### config.mk
export PLATFORM = sky130hd
export DESIGN_NAME = ddr3_port_arbiter
export DESIGN_NICKNAME = d
export VERILOG_FILES = /design/src/rtl/ddr3_port_arbiter_pkg.sv /design/src/rtl/ddr3_rr_picker.sv /design/src/rtl/ddr3_port_arbiter.sv
export SDC_FILE = /design/constraint.sdc
export NUM_CORES = 1
export LEC_CHECK = 0
export BUFFER_PORTS_ARGS = -buffer_cell sky130_fd_sc_hd__buf_2
export CORE_AREA = 2 2 366 368
export DETAILED_ROUTE_END_ITERATION = 7
export DIE_AREA = 0 0 368 370
export GPL_ROUTABILITY_DRIVEN = 0
export PLACE_DENSITY = 0.35
export SLEW_MARGIN = 20
export SYNTH_ARGS = -nofsm -noshare
export SYNTH_HDL_FRONTEND = slang
export SYNTH_SLANG_ARGS = --single-unit
export TNS_END_PERCENT = 50
### constraint.sdc
create_clock -name I_dma_clk -period 1.85 [get_ports I_dma_clk]
set_input_delay 0.185 -clock I_dma_clk [delete_from_list [all_inputs] [get_ports I_dma_clk]]
set_output_delay 0.185 -clock I_dma_clk [all_outputs]
set_load 0.01 [all_outputs]
### src/rtl/ddr3_port_arbiter_pkg.sv
// Shared definitions for the DDR3MI port arbiter: FSM state encoding,
// DDR3MI command codes, burst-length field width and a saturating
// increment used by the optional performance counters.
package ddr3_port_arbiter_pkg;

    localparam int          BURST_W   = 6;
    localparam logic [2:0]  CMD_WRITE = 3'b000;
    localparam logic [2:0]  CMD_READ  = 3'b001;

    typedef enum logic [1:0] {
        ST_IDLE  = 2'd0,
        ST_CMD   = 2'd1,
        ST_WDATA = 2'd2,
        ST_RDATA = 2'd3
    } arb_state_e;

    // 32-bit counter step that holds at all-ones instead of wrapping.
    function automatic logic [31:0] sat_inc(input logic [31:0] v);
        return (v == 32'hFFFF_FFFF) ? v : v + 32'd1;
    endfunction

endpackage

### src/rtl/ddr3_rr_picker.sv
// Rotating-priority picker: returns the first asserted request at or after
// ptr_i (wrapping), as both a one-hot vector and an index.
module ddr3_rr_picker
    import ddr3_port_arbiter_pkg::*;
#(
    parameter int NUM_REQ = 2,
    parameter int IDX_W   = 1
) (
    input  logic [NUM_REQ-1:0] req_i,
    input  logic [IDX_W-1:0]   ptr_i,
    output logic               any_o,
    output logic [NUM_REQ-1:0] pick_o,
    output logic [IDX_W-1:0]   idx_o
);

    // Scan requesters starting from the pointer; the first one found wins.
    always_comb begin
        logic [IDX_W-1:0] j;
        j      = '0;
        any_o  = 1'b0;
        pick_o = '0;
        idx_o  = '0;
        for (int k = 0; k < NUM_REQ; k++) begin
            j = IDX_W'((int'(ptr_i) + k) % NUM_REQ);
            if (!any_o && req_i[j]) begin
                any_o     = 1'b1;
                pick_o[j] = 1'b1;
                idx_o     = j;
            end
        end
    end

endmodule

### src/rtl/ddr3_port_arbiter.sv
// Round-robin arbiter sharing one DDR3MI user port between NUM_REQ DMA
// requesters. A grant covers a whole transaction (command plus all beats).
// Optional feature macro: DDR_ARB_PERF_CNT_EN builds the per-requester
// transaction and wait counters; without it O_perf_* are tied to zero.
module ddr3_port_arbiter
    import ddr3_port_arbiter_pkg::*;
#(
    parameter int NUM_REQ    = 2,
    parameter int ADDR_WIDTH = 28,
    parameter int DATA_WIDTH = 128
) (
    input  logic                             I_dma_clk,
    input  logic                             I_rst_n,
    input  logic                             I_init_calib_complete,
    input  logic [NUM_REQ-1:0]               I_req,
    input  logic [NUM_REQ-1:0]               I_req_cmd,
    input  logic [NUM_REQ*ADDR_WIDTH-1:0]    I_req_addr,
    input  logic [NUM_REQ*BURST_W-1:0]       I_req_burst,
    input  logic [NUM_REQ*DATA_WIDTH-1:0]    I_req_wr_data,
    input  logic [NUM_REQ*DATA_WIDTH/8-1:0]  I_req_wr_mask,
    input  logic [NUM_REQ-1:0]               I_req_wr_valid,
    output logic [NUM_REQ-1:0]               O_gnt,
    output logic [NUM_REQ-1:0]               O_req_wr_ack,
    output logic [NUM_REQ-1:0]               O_req_rd_valid,
    output logic [DATA_WIDTH-1:0]            O_rd_data,
    output logic                             O_err,
    input  logic                             I_cmd_ready,
    output logic [2:0]                       O_cmd,
    output logic                             O_cmd_en,
    output logic [ADDR_WIDTH-1:0]            O_addr,
    output logic [BURST_W-1:0]               O_app_burst_number,
    input  logic                             I_wr_data_rdy,
    output logic                             O_wr_data_en,
    output logic                             O_wr_data_end,
    output logic [DATA_WIDTH-1:0]            O_wr_data,
    output logic [DATA_WIDTH/8-1:0]          O_wr_data_mask,
    input  logic                             I_rd_data_valid,
    input  logic                             I_rd_data_end,
    input  logic [DATA_WIDTH-1:0]            I_rd_data,
    output logic [NUM_REQ*32-1:0]            O_perf_txn,
    output logic [NUM_REQ*32-1:0]            O_perf_wait
);

    localparam int IDX_W  = (NUM_REQ > 1) ? $clog2(NUM_REQ) : 1;
    localparam int MASK_W = DATA_WIDTH / 8;

    // Per-requester views of the flattened input buses.
    logic [ADDR_WIDTH-1:0] addr_arr  [NUM_REQ];
    logic [BURST_W-1:0]    burst_arr [NUM_REQ];
    logic [DATA_WIDTH-1:0] wdata_arr [NUM_REQ];
    logic [MASK_W-1:0]     wmask_arr [NUM_REQ];

    genvar gi;
    for (gi = 0; gi < NUM_REQ; gi++) begin : g_unpack
        assign addr_arr[gi]  = I_req_addr[gi*ADDR_WIDTH +: ADDR_WIDTH];
        assign burst_arr[gi] = I_req_burst[gi*BURST_W +: BURST_W];
        assign wdata_arr[gi] = I_req_wr_data[gi*DATA_WIDTH +: DATA_WIDTH];
        assign wmask_arr[gi] = I_req_wr_mask[gi*MASK_W +: MASK_W];
    end

    arb_state_e            state_q,    state_d;
    logic [NUM_REQ-1:0]    gnt_q,      gnt_d;
    logic [IDX_W-1:0]      idx_q,      idx_d;
    logic                  cmd_q,      cmd_d;
    logic [ADDR_WIDTH-1:0] addr_q,     addr_d;
    logic [BURST_W-1:0]    burst_q,    burst_d;
    logic [BURST_W-1:0]    cnt_q,      cnt_d;
    logic [IDX_W-1:0]      rr_ptr_q,   rr_ptr_d;
    logic                  err_q,      err_d;
    logic [NUM_REQ-1:0]    rd_valid_q, rd_valid_d;
    logic [DATA_WIDTH-1:0] rd_data_q,  rd_data_d;

    logic                  pick_any;
    logic [NUM_REQ-1:0]    pick;
    logic [IDX_W-1:0]      pick_idx;
    logic                  last_beat;
    logic                  txn_done;

    // The end-of-read strobe carries no information the beat counter lacks.
    logic unused_rd_data_end;
    assign unused_rd_data_end = I_rd_data_end;

    ddr3_rr_picker #(
        .NUM_REQ (NUM_REQ),
        .IDX_W   (IDX_W)
    ) u_picker (
        .req_i  (I_req),
        .ptr_i  (rr_ptr_q),
        .any_o  (pick_any),
        .pick_o (pick),
        .idx_o  (pick_idx)
    );

    // State register and all registered datapath; everything clears on reset.
    always_ff @(posedge I_dma_clk or negedge I_rst_n) begin
        if (!I_rst_n) begin
            state_q    <= ST_IDLE;
            gnt_q      <= '0;
            idx_q      <= '0;
            cmd_q      <= 1'b0;
            addr_q     <= '0;
            burst_q    <= '0;
            cnt_q      <= '0;
            rr_ptr_q   <= '0;
            err_q      <= 1'b0;
            rd_valid_q <= '0;
            rd_data_q  <= '0;
        end else begin
            state_q    <= state_d;
            gnt_q      <= gnt_d;
            idx_q      <= idx_d;
            cmd_q      <= cmd_d;
            addr_q     <= addr_d;
            burst_q    <= burst_d;
            cnt_q      <= cnt_d;
            rr_ptr_q   <= rr_ptr_d;
            err_q      <= err_d;
            rd_valid_q <= rd_valid_d;
            rd_data_q  <= rd_data_d;
        end
    end

    // Next-state logic and the combinational DDR3MI handshake outputs.
    always_comb begin
        state_d        = state_q;
        gnt_d          = gnt_q;
        idx_d          = idx_q;
        cmd_d          = cmd_q;
        addr_d         = addr_q;
        burst_d        = burst_q;
        cnt_d          = cnt_q;
        rr_ptr_d       = rr_ptr_q;
        err_d          = err_q;
        rd_valid_d     = '0;
        rd_data_d      = I_rd_data;
        O_cmd_en       = 1'b0;
        O_cmd          = 3'b000;
        O_wr_data_en   = 1'b0;
        O_wr_data_end  = 1'b0;
        O_req_wr_ack   = '0;
        O_wr_data      = '0;
        O_wr_data_mask = '0;
        txn_done       = 1'b0;
        last_beat      = (cnt_q == burst_q);

        // Read data with no read transaction to deliver it to is lost.
        if (I_rd_data_valid && (state_q != ST_RDATA)) begin
            err_d = 1'b1;
        end

        case (state_q)
            ST_IDLE: begin
                if (I_init_calib_complete && pick_any) begin
                    gnt_d    = pick;
                    idx_d    = pick_idx;
                    cmd_d    = I_req_cmd[pick_idx];
                    addr_d   = addr_arr[pick_idx];
                    burst_d  = burst_arr[pick_idx];
                    rr_ptr_d = (pick_idx == IDX_W'(NUM_REQ - 1)) ? '0 : pick_idx + 1'b1;
                    state_d  = ST_CMD;
                end
            end
            ST_CMD: begin
                O_cmd_en = I_cmd_ready;
                O_cmd    = cmd_q ? CMD_READ : CMD_WRITE;
                if (I_cmd_ready) begin
                    cnt_d   = '0;
                    state_d = cmd_q ? ST_RDATA : ST_WDATA;
                end
            end
            ST_WDATA: begin
                O_wr_data      = wdata_arr[idx_q];
                O_wr_data_mask = wmask_arr[idx_q];
                O_wr_data_en   = I_wr_data_rdy & I_req_wr_valid[idx_q];
                O_req_wr_ack   = O_wr_data_en ? gnt_q : '0;
                O_wr_data_end  = O_wr_data_en & last_beat;
                if (O_wr_data_en) begin
                    if (last_beat) begin
                        gnt_d    = '0;
                        txn_done = 1'b1;
                        state_d  = ST_IDLE;
                    end else begin
                        cnt_d = cnt_q + 1'b1;
                    end
                end
            end
            ST_RDATA: begin
                rd_valid_d = I_rd_data_valid ? gnt_q : '0;
                if (I_rd_data_valid) begin
                    if (last_beat) begin
                        gnt_d    = '0;
                        txn_done = 1'b1;
                        state_d  = ST_IDLE;
                    end else begin
                        cnt_d = cnt_q + 1'b1;
                    end
                end
            end
            default: state_d = ST_IDLE;
        endcase
    end

    assign O_gnt              = gnt_q;
    assign O_req_rd_valid     = rd_valid_q;
    assign O_rd_data          = rd_data_q;
    assign O_err              = err_q;
    assign O_addr             = addr_q;
    assign O_app_burst_number = burst_q;

`ifdef DDR_ARB_PERF_CNT_EN
    for (gi = 0; gi < NUM_REQ; gi++) begin : g_perf
        logic [31:0] txn_cnt_q;
        logic [31:0] wait_cnt_q;

        // Completed transactions and unserved request cycles for requester gi.
        always_ff @(posedge I_dma_clk or negedge I_rst_n) begin
            if (!I_rst_n) begin
                txn_cnt_q  <= '0;
                wait_cnt_q <= '0;
            end else begin
                if (txn_done && gnt_q[gi]) begin
                    txn_cnt_q <= sat_inc(txn_cnt_q);
                end
                if (I_req[gi] && !gnt_q[gi]) begin
                    wait_cnt_q <= sat_inc(wait_cnt_q);
                end
            end
        end

        assign O_perf_txn[gi*32 +: 32]  = txn_cnt_q;
        assign O_perf_wait[gi*32 +: 32] = wait_cnt_q;
    end
`else
    logic unused_txn_done;
    assign unused_txn_done = txn_done;
    assign O_perf_txn      = '0;
    assign O_perf_wait     = '0;
`endif

endmodule

==> Word level (Yosys, flattened, before mapping) <==
Cells that the tools add are included.
W data, S select, Z words.
{ "totals": {"register_bits": 178, "latch_bits": 0, "ram_bits": 0, "mem_bits_ro": 0, "out_inout_bits": 447, "memories": 0} }
{ "classes": {"add_sub_neg": 3, "mul": 0, "div": 0, "n_lt_le_gt_ge": 8, "n_eq_ne": 9, "shifts": 0, "n_mux": 59, "bitwise": 5, "reduce_logical": 13} }
{ "op_table": {"columns": ["operator", "n"], "rows": [
  ["$mux W128", 4],
  ["$mux W28", 3],
  ["$mux W16", 4],
  ["$mux W6", 7],
  ["$mux W2", 15],
  ["$mux W1", 21],
  ["$pmux W6 S3", 1],
  ["$reduce_and A4 Y1", 3],
  ["$ne A2 B2 Y1 const B", 5],
  ["$lt A1 B2 Y1 const B", 4],
  ["$pmux W2 S4", 1],
  ["$add A6 B1 Y6 const B", 1],
  ["$eq A6 B6 Y1", 1],
  ["$pmux W2 S3", 1],
  ["$reduce_bool A3 Y1", 2],
  ["$logic_and A1 B1 Y1", 5],
  ["$eq A2 B2 Y1 const B", 2],
  ["$ge A2 B2 Y1 const B", 2],
  ["$not A1 Y2", 2],
  ["$add A1 B1 Y1 const B", 2],
  ["$and A1 B1 Y1", 2],
  ["$demux W1 S1", 2],
  ["$eq A2 B1 Y1 const B", 1],
  ["$ge A1 B1 Y1 const B", 2],
  ["4 further kinds", 4]
]} }

==> Logic depth before layout (Yosys ltp) <==
Gate-level depths: netlist of the first run.
{ "logic_depth": {"word_depth": 10, "ltp_mapped": 6, "depth_no_buf": 5} }

==> Modules after synthesis <==
A second synthesis of the first run with hierarchy kept.
{ "hier_totals": {"hier_cells": 842, "hier_area_um2": 8913.5} }
{ "by_module_without_submodules": {"columns": ["module", "n_inst", "cells_per_inst", "area_each_um2", "seq_area_each_um2"], "rows": [
  ["ddr3_port_arbiter", 1, 837, 8881.0, 4454.3],
  ["ddr3_rr_picker", 1, 5, 32.5, 0.0]
]} }

==> Worst setup path after synthesis of the first run <==
No wires, ideal clock.
{ "synth_path": {"path_kind": "register -> output", "start": "reg idx_q", "end": "out O_wr_data[100]", "t_arrival_ns": 1.287, "t_required_ns": 1.665, "setup_slack_ns": 0.378, "stages_incl_launch_ff": 6, "path_buffers": 3, "cell_sequence": "dfrtp_1 -> clkbuf_1 -> buf_2 -> buf_4 -> mux2i_1 -> nor2_1"} }
{ "synth_between": {"elab_chain_cells": 5} }
{ "synth_lines": {"columns": ["item", "line", "source"], "rows": [
  ["start, declared", "ddr3_port_arbiter.sv:63", "logic [IDX_W-1:0] idx_q, idx_d;"],
  ["start signal, assigned", "ddr3_port_arbiter.sv:111", "idx_q <= idx_d;"],
  ["$not A1 Y2 (implied by the code)", "ddr3_port_arbiter.sv:172", "O_wr_data = wdata_arr[idx_q];"],
  ["$mux W128 (implied by the code) (3 in series)", "ddr3_port_arbiter.sv:172", null],
  ["$mux W128", "ddr3_port_arbiter.sv:151", "case (state_q)"],
  ["end, declared", "ddr3_port_arbiter.sv:35", "output logic [DATA_WIDTH-1:0] O_wr_data,"]
]} }
Every way passes these cells. The select of a mux whose other input is x is not followed.

==> Worst setup path in the final report of the first run <==
{ "layout_path": {"start": "reg idx_q", "end": "out O_wr_data[23]"} }
Same word-level chain as after synthesis.

==> results of run 1 <==
[sequential cells by signal, summed over array words and instances (netlist names)]
register	cells
idx_q	1
O_gnt	2
O_app_burst_number	6
O_addr	28
cmd_q	1
rr_ptr_q	1
O_err	1
cnt_q	6
O_rd_data	128
O_req_rd_valid	2
state_q	2
[placed cells by master (no fill, tap or decap), drive strengths merged, types with 6 or more instances in the layout]
cell type,netlist,final
inv,5,9
nor2,145,145
conb,1,130
o21ai,41,41
dfrtp,178,178
mux2i,180,180
diode,0,28
nand3,14,14
xnor2,6,6
buf,160,881
dlygate4sd3,0,197
nand2,41,41
clkbuf,16,27
[worst min path at each step]
stage,start,end,slack (ps),depth (start not counted)
6_report,I_req_addr[24],O_addr[24],50,3
5_1_grt,I_req_addr[24],O_addr[24],20,3
4_1_cts,I_req_addr[24],O_addr[24],0.2,3
3_5_place_dp,I_rst_n,O_rd_data[105],170,1
3_3_place_gp,I_rst_n,O_rd_data[105],180,1
2_1_floorplan,I_rst_n,O_addr[0],-110,0
[power by group]
| part | total (mW) | switching, mW | internal, mW |
|---|---|---|---|
| registers | 4.99 | 0.466 | 4.53 |
| logic | 16.3 | 9.08 | 7.23 |
| clock network | 3.76 | 1.76 | 2.00 |
[what timing repair did]
action,in CTS,in global routing
resized for setup,145,103
buffers inserted,9,5
hold endpoints to repair,222,0
hold buffers,197,0
cloned,4,4
pin swaps,8,5
setup endpoints to repair,151,155
[stage by stage]
| step | setup slack, ps | instances | hold slack (ps) |
|---|---|---|---|
| after floorplan | 377.7 | 951 | -110.6 |
| after global placement | -51.66 | 3411 | 179.4 |
| after detailed placement | -33.58 | 3411 | 173.9 |
| after CTS | -475.3 | 3652 | 0.1661 |
| after global routing | -458.7 | 3682 | 21.63 |
| final | -403.6 | 3689 | 48.55 |
[area by class of cell]
| class | instances | area, µm² |
|---|---|---|
| fillers | 15120 | 113400 |
| inverters | 5 | 18.77 |
| well taps | 1768 | 2212 |
| diodes | 28 | 70.07 |
| multi-input cells | 592 | 4208 |
| clock buffers | 20 | 436.7 |
| clock inverters | 11 | 128.9 |
| flip-flops and latches | 178 | 4461 |
| repair buffers | 1087 | 7560 |
[logic make-up (layout without fill, tap and decap cells)]
family | Yosys count | in the layout | synth area share
adders and majority gates | 1 | 1 | 0.001427
and+or+nand+nor | 220 | 220 | 0.1044
other | 1 | 158 | 0.0004276
xor gates and xnor gates | 6 | 6 | 0.005992
muxes | 181 | 181 | 0.2067
buffers and inverters | 181 | 1123 | 0.1394
AOI/OAI and AO/OA | 54 | 54 | 0.03367
DFF | 178 | 178 | 0.5079
[worst max-delay path: stages (launching register included)]
cell	delay, ps
dfrtp_4	490
buf_12	160
buf_12	150
buf_16	150
mux2i_1	120
nor2_1	250
buf_2	200
[layer usage]
metal | wire length, µm | track usage | up-vias
met3 | 5720 | 0.03282 | 80
li1 | - | - | 4629
met2 | 40910 | 0.2007 | 516
met5 | 192 | 0 | -
met4 | 942 | 0.01774 | 30
met1 | 30160 | 0.1240 | 4645
==> summary.txt, run 1 <==
Run status
  – Outcome: finished with violations
  – Failing checks: negative setup slack

STA
  – Tmin final: 2254 ps
  – Slew Viols, Final: 0
  – Final setup vio count: 148
  – Final hold vios: 0
  – Setup Skew: 17.82 ps
  – Fin crit share: 1.218
  – Setup ws final: -403.6 ps
  – Peak Freq: 443.7 MHz
  – RSZ-0062 raised after global routing: true
  – Setup Total Neg Slack: -40,200 ps

Setup path
  – Setup CP Type: register to output port
  – CP startpoint: idx_q
  – CP Capture Type: output port
  – CP endpoint: O_wr_data[23]
  – Worst reg2reg setup slack: 90 ps
  – Worst path arrival time: 2070 ps
  – Critical path data required time: between 1500 and 2000 ps
  – CP max FO: 11
  – R2r endpoint: cnt_q[1]
  – Reg2reg start: idx_q
  – Cell count of the worst reg-to-reg path: 7
  – Worst Setup Start Kind: register

Floorplan
  – Cell row count: ~130
  – Initial Util: 0.06621
  – Core area: 132,500 µm²
  – Top Ports: 944
  – Die height: 370 µm
  – Die ar.: 136,200 µm²
  – Horizontal die dimension: 368 µm

Drt
  – First-pass DRT Iterations: 5
  – DRC: 0
  – Drt first-iter violations: 313
  – Drt via density: about 2.7
  – Total vias in the final route: 9,900
  – Routed Antenna Nets: 0
  – WL per Instance: 21.12 µm
  – DRT Wirelength: 77.92 mm

Synthesis
  – Asr flop ratio synth: 1.000
  – Post-synth EDFFs: 0
  – Top FF cell, synth: dfrtp_1
  – Syn_area_per_cell: 10.67 µm²
  – Commonest cells in the netlist: mux2i_1, dfrtp_1, nor2_1
  – Synth area leaders: dfrtp_1, mux2i_1, buf_4
  – Yosys cell types: 37
  – Post-Syn Area: 8770 µm²
  – #FFs+latches synth: 178
  – Cell count after synthesis: 822
  – Largest area contributor in the netlist: dfrtp_1
  – Synth top area share: 0.5079
  – Most instantiated library cell after synthesis: mux2i_1
  – Register area share after synthesis: 0.5079
  – Synth warn: 0

Clocking
  – CTS Buffer Depth: 2
  – H-Tree Depth: 4
  – Root Buffer: clkbuf_16
  – CTS Sinks: 178
  – Clock-pin slew on the worst setup and hold paths: 80 ps
  – Clock Latency Late Sink: 490 ps
  – CTS buffer count: 17
  – TritonCTS clock tree: built

Finish
  – Syn-to-layout area delta: 117.7%
  – Nets@finish: 2,379
  – Fin area: 19,090 µm²
  – Post-layout util: 0.1442
  – Share of cells above drive strength 1: 0.5404

Power and ir drop
  – Lkg Pwr: 9.115 nW
  – Peak VDD IR: between 0.6 and 0.7 mV
  – Pwr per Cell Area: 1312 nW/µm²
  – Tot Pwr: ~25 mW

Global routing
  – Number of global-route vias before repair: 9,791
  – Initial antenna violation count: 57
  – Largest net degree at the start of global routing: 73
  – First-pass GRT wire length: 96.67 mm
  – Gr usage total: 0.1087
  – GRT overflow: 0

Place
  – Dpl hpwl: 68.61 mm
  – Port Buffers: about 810
  – Post-DP Area: 15,190 µm²

Min path
  – Hold crit path type: input pin to register

Run
  – Max Cap Violations: 0
No activity file was read; power rests on OpenSTA's default activity.
==> inputs of run 2 (changes only) <==
--- a/config.mk
+++ b/config.mk
@@ -6,11 +6,13 @@
 export NUM_CORES = 1
 export LEC_CHECK = 0
 export BUFFER_PORTS_ARGS = -buffer_cell sky130_fd_sc_hd__buf_2
-export CORE_AREA = 2 2 366 368
+export CELL_PAD_IN_SITES_DETAIL_PLACEMENT = 0
+export CELL_PAD_IN_SITES_GLOBAL_PLACEMENT = 2
+export CORE_AREA = 2 2 368 370
 export DETAILED_ROUTE_END_ITERATION = 7
-export DIE_AREA = 0 0 368 370
+export DIE_AREA = 0 0 370 372
 export GPL_ROUTABILITY_DRIVEN = 0
-export PLACE_DENSITY = 0.35
+export PLACE_DENSITY = 0.48
 export SLEW_MARGIN = 20
 export SYNTH_ARGS = -nofsm -noshare
 export SYNTH_HDL_FRONTEND = slang
==> run 2 against run 1 <==
The flow still finishes with violations (negative setup slack). Clock skew shrank 4.6 ps. Routed wire length down 9.2%. Sequential cell count unchanged. Critical endpoint is now O_wr_data[92].
==> summary.txt, run 2 (same netlist as run 1, synthesis figures left out) <==
Power and ir drop
  – Peak VDD IR: 0.7137 mV
  – Sequential cell fraction of total power: 0.205
  – Logic pwr share: 0.624
  – Clk pwr share: 0.171
  – Tot Pwr: 24.57 mW
  – Cell-internal power: 13.80 mW
  – Switch Pwr: 10.77 mW
  – Lkg Pwr: 9.088 nW
  – Pwr per Cell Area: around 1300 nW/µm²
  – Net Sw Frac: 0.4382

STA
  – Setup Skew: about 13 ps
  – Slew Limit Headroom: 0.6416
  – Min Hold Slack: 50.14 ps
  – Setup ws final: -350.4 ps
  – Slew Viols, Final: 0
  – Final setup vio count: 149
  – Peak Freq: 454.5 MHz
  – Slew @ Worst Pin: 537.6 ps
  – Final hold vios: 0
  – Fin crit share: 1.189
  – RSZ-0062 raised after global routing: true
  – Tmin final: 2200 ps

Clocking
  – CTS Buffer Depth: 2
  – Clock Latency Late Sink: 480 ps
  – Root Buffer: clkbuf_16
  – Clock-pin slew on the worst setup and hold paths: roughly 80 ps
  – CTS Sinks: 178
  – H-Tree Depth: 4
  – CTS buffer count: 17
  – TritonCTS clock tree: built

Setup path
  – Worst reg2reg setup slack: between 150 and 200 ps
  – Worst path arrival time: 2020 ps
  – Max stage delay on crit path: 440 ps
  – Cell count of the worst reg-to-reg path: 7
  – Crit-path cells: buf_12 -> buf_16 -> mux2i_2 -> buf_4 -> nor2_2 -> buf_2
  – R2r endpoint: O_addr[23]
  – Worst Setup Start Kind: register
  – Worst path slowest cell: dfrtp_4
  – CP Capture Type: output port
  – CP max FO: 17
  – Critical path data required time: 1660 ps
  – CP endpoint: O_wr_data[92]
  – Setup CP Type: register to output port
  – Reg2reg start: state_q[0]
  – CP startpoint: idx_q

Floorplan
  – Die ar.: 137,600 µm²
  – Initial Util: 0.06531
  – Die height: 372 µm
  – Core area: approximately 130,000 µm²
  – Cell row count: 135
  – Horizontal die dimension: 370 µm
  – Top Ports: between 900 and 1,000

Run
  – Max Cap Violations: 0

Place
  – Setup WS pre-CTS: -106.9 ps
  – DP Cell Count: 3,435
  – Dpl hpwl: between 60 and 70 mm
  – Port Buffers: 812

Global routing
  – Initial antenna violation count: 31
  – Number of global-route vias before repair: a little under 10,000
  – GRT overflow: 0
  – Gr usage total: 0.09778
  – Largest net degree at the start of global routing: 61
  – First-pass GRT wire length: 89.43 mm

Finish
  – Most frequent cells in the layout: buf_2, dlygate4sd3_1, dfrtp_1
  – Syn-to-layout area delta: 116.6%
  – Final Non-Filler Cells: 3,687
  – Post-layout util: 0.1414
  – Max reg flops: 128
  – Share of cells above drive strength 1: 0.5501
  – Commonest non-fill, non-tap cell in the layout: buf_2
  – Nets@finish: 2,383

Drt
  – Routed Antenna Nets: 0
  – DRT Wirelength: 70.72 mm
  – First-pass DRT Iterations: 6
  – WL per Instance: 19.18 µm
  – DRC: 0
  – Drt via density: 2.616
  – Drt first-iter violations: 338
  – Total vias in the final route: 9,647

Run status
  – Failing checks: negative setup slack
  – Outcome: finished with violations

Min path
  – Hold path startpoint: I_req_addr[6]
  – Hold crit path type: input pin to register
run 2: cell types whose count changed in the layout (fill, tap and decap cells not counted), sizes merged:
| cell | delta |
|---|---|
| bufbuf | -1 |
| clkinvlp | +3 |
| diode | -20 |
| buf | +16 |
| bufinv | +3 |
| clkbuf | -4 |
| clkinv | -4 |
| dlygate4sd3 | -8 |
run 2: critical path, delay by kind of cell (launching register included):
| family | cells | cell delay [ps] |
|---|---|---|
| mux | 1 | 330 |
| buf+inv | 4 | 700 |
| flops | 1 | 440 |
| simple gates | 1 | 30 |
run 2: cell type report:
type                    count  area, µm²
multi-input cells         592       4259
fillers                 15440     115300
clock inverters            13      220.2
repair buffers           1091       7341
diodes                      8      20.02
flip-flops and latches    178       4463
well taps                1781       2228
clock buffers              19      442.9
inverters                   5      18.77
run 2: routing by layer:
metal  up-vias  GRT usage  wire, µm
li1       4600          -         -
met4        18    0.01610       554
met1      4508     0.1236     30140
met3        47    0.02514      4981
met5         -          0       116
met2       474     0.1684     34930
run 2: worst min-delay path by stage:
stage,to,depth (start not counted)
3_3_place_gp,O_rd_data[5],1
5_1_grt,O_addr[7],3
4_1_cts,O_addr[6],3
6_report,O_addr[6],3
3_5_place_dp,O_rd_data[5],1
2_1_floorplan,O_addr[0],0
run 2: stage by stage:
stage / setup TNS, ps / area, µm²
2_1_floorplan: 0 / 9254
3_3_place_gp: -180.4 / 15080
3_5_place_dp: -152.9 / 15080
4_1_cts: -47810 / 18430
5_1_grt: -51440 / 18990
6_report: -35620 / 18990
run 2: repair_timing:
action                     4_1_cts  5_1_grt
pin swaps                        7        2
setup endpoints to repair      149      177
hold buffers                   189        0
setup buffers                   11        9
hold endpoints to repair       208        0
cloned                           3        1
gates resized for setup        154      119
run 2: power by group through the flow:
stage | clock network [mW] | registers, mW | logic (mW)
floorplan | 0 | 5.20 | 5.32
global placement | 0 | 5.10 | 12.8
detailed placement | 0 | 5.11 | 12.8
CTS | 4.39 | 5.06 | 15.0
global route | 4.52 | 5.14 | 16.6
finish | 4.20 | 5.03 | 15.3
==> inputs of run 3 (changes only) <==
--- a/config.mk
+++ b/config.mk
@@ -9,6 +9,7 @@
 export CELL_PAD_IN_SITES_DETAIL_PLACEMENT = 0
 export CELL_PAD_IN_SITES_GLOBAL_PLACEMENT = 2
 export CORE_AREA = 2 2 368 370
+export CTS_BUF_LIST = sky130_fd_sc_hd__clkbuf_16
 export DETAILED_ROUTE_END_ITERATION = 7
 export DIE_AREA = 0 0 370 372
 export GPL_ROUTABILITY_DRIVEN = 0
==> run 3 against run 2 <==
The run still ends with negative setup slack left. Non-clock buffer count unchanged. Worst setup slack improved by 4.4 ps. Critical path type unchanged. Highest routed layer unchanged. Global-route usage about the same. Die area unchanged. Fmax increased by 0.20%. Sequential power about the same. Critical endpoint unchanged. Largest cell class unchanged.
==> summary.txt, run 3 (same netlist as run 1, synthesis figures left out) <==
Drt
  – First-pass DRT Iterations: 6
  – DRT Wirelength: 70.76 mm
  – Routed Antenna Nets: 0
  – WL per Instance: about 19 µm
  – DRC: 0
  – Drt first-iter violations: ~330
  – Drt via density: 2.614
  – Total vias in the final route: between 9,000 and 10,000

Setup path
  – CP max FO: 17
  – R2r endpoint: O_addr[23]
  – Cell count of the worst reg-to-reg path: 7
  – Reg2reg start: state_q[0]
  – CP Capture Type: output port
  – Critical path data required time: approximately 1700 ps
  – Worst path arrival time: 2010 ps
  – Worst Setup Start Kind: register
  – Setup CP Type: register to output port
  – Worst reg2reg setup slack: 150 ps

Place
  – Port Buffers: 812
  – Setup WS pre-CTS: -106.9 ps
  – DP Cell Count: 3,435
  – Dpl hpwl: 62.47 mm
  – Post-DP Area: 15,080 µm²

Min path
  – Hold path startpoint: I_req_addr[6]
  – Worst Hold End: O_addr[6]
  – Hold path depth: 3
  – Hold crit path type: input pin to register

Floorplan
  – Die height: 372 µm
  – Top Ports: about 940
  – Die ar.: about 140,000 µm²
  – Horizontal die dimension: 370 µm
  – Core area: 134,300 µm²
  – Initial Util: 0.06531
  – Cell row count: 135

STA
  – Fin crit share: 1.187
  – RSZ-0062 raised after global routing: true
  – Setup Total Neg Slack: -35,220 ps
  – Setup Skew: 11.96 ps
  – Slew @ Worst Pin: approximately 540 ps
  – Setup ws final: -346.0 ps
  – Min Hold Slack: 51.58 ps
  – Final setup vio count: 149
  – Slew Limit Headroom: 0.6428
  – Final hold vios: 0
  – Peak Freq: 455.4 MHz
  – Slew Viols, Final: 0
  – Tmin final: 2196 ps

Power and ir drop
  – Pwr per Cell Area: between 1000 and 1500 nW/µm²
  – Tot Pwr: 24.55 mW
  – Lkg Pwr: 9.088 nW
  – Peak VDD IR: 0.7073 mV

Global routing
  – Largest net degree at the start of global routing: 61
  – Gr usage total: 0.09785
  – Initial antenna violation count: 31
  – First-pass GRT wire length: 89.37 mm
  – GRT overflow: 0
  – Number of global-route vias before repair: 9,858

Clocking
  – CTS Sinks: 178
  – H-Tree Depth: 4
  – CTS buffer count: 17
  – TritonCTS clock tree: built
  – CTS Buffer Depth: 2
  – Root Buffer: clkbuf_16
  – Clock Latency Late Sink: 470 ps
  – Clock-pin slew on the worst setup and hold paths: 80 ps

Finish
  – Most frequent cells in the layout: buf_2, dlygate4sd3_1, dfrtp_1
  – Share of cells above drive strength 1: 0.5495
  – Commonest non-fill, non-tap cell in the layout: buf_2
  – Syn-to-layout area delta: 116.5%
  – Final Non-Filler Cells: 3,687
  – Post-layout util: 0.1414
  – Nets@finish: 2,383
  – Fin area: 18,990 µm²
  – Max reg flops: 128

Run
  – Max Cap Violations: 0

Run status
  – Failing checks: negative setup slack
  – Outcome: finished with violations
[run 3: cell types whose count changed in the layout (fill, tap and decap cells not counted), sizes merged]
cell	delta
clkbuf	-2
clkinv	+1
inv	+1
[run 3: worst max-delay path by stage]
stage | startpoint | endpoint | slack [ps] | cells after the start
floorplan | idx_q | O_wr_data[100] | 380 | 5
global placement | idx_q | O_wr_data[112] | -130 | 6
detailed placement | idx_q | O_wr_data[112] | -110 | 6
CTS | idx_q | O_wr_data[72] | -420 | 6
global route | idx_q | O_wr_data[44] | -450 | 6
finish | idx_q | O_wr_data[92] | -350 | 6
[run 3: critical path, cell delays in order (launching register included)]
cell,delay [ps]
dfrtp_4,440
buf_12,170
buf_16,210
mux2i_2,330
buf_4,170
nor2_2,30
buf_2,150
[run 3: timing repair]
action / 4_1_cts / 5_1_grt
resized for setup: 154 / 120
pin swaps: 7 / 2
hold buffers: 189 / 0
gates cloned: 3 / 1
hold endpoints to repair: 208 / 0
setup endpoints to repair: 149 / 178
setup buffers: 11 / 9
[run 3: area by class of cell]
class / count / area, µm²
Sequential cell: 178 / 4463
Tap cell: 1781 / 2228
Clock buffer: 17 / 425.4
Antenna cell: 8 / 20.02
Timing Repair Buffer: 1091 / 7347
Multi-Input combinational cell: 592 / 4259
Fill cell: 15440 / 115300
Clock inverter: 15 / 227.7
Inverter: 5 / 18.77
[run 3: report_power, final]
group | leakage (nW) | internal, mW | total (mW) | switching, mW
logic | 6.68 | 6.83 | 15.4 | 8.53
registers | 2.10 | 4.53 | 5.04 | 0.506
clock network | 0.309 | 2.41 | 4.15 | 1.74
total | 9.09 | 13.8 | 24.5 | 10.8
[run 3: layer usage]
layer	up-vias	part of all wire	global-route usage
met3	45	0.071	0.02655
li1	4596	-	-
met2	472	0.49	0.1683
met5	-	0.0017	0
met4	18	0.0069	0.01470
met1	4506	0.43	0.1236
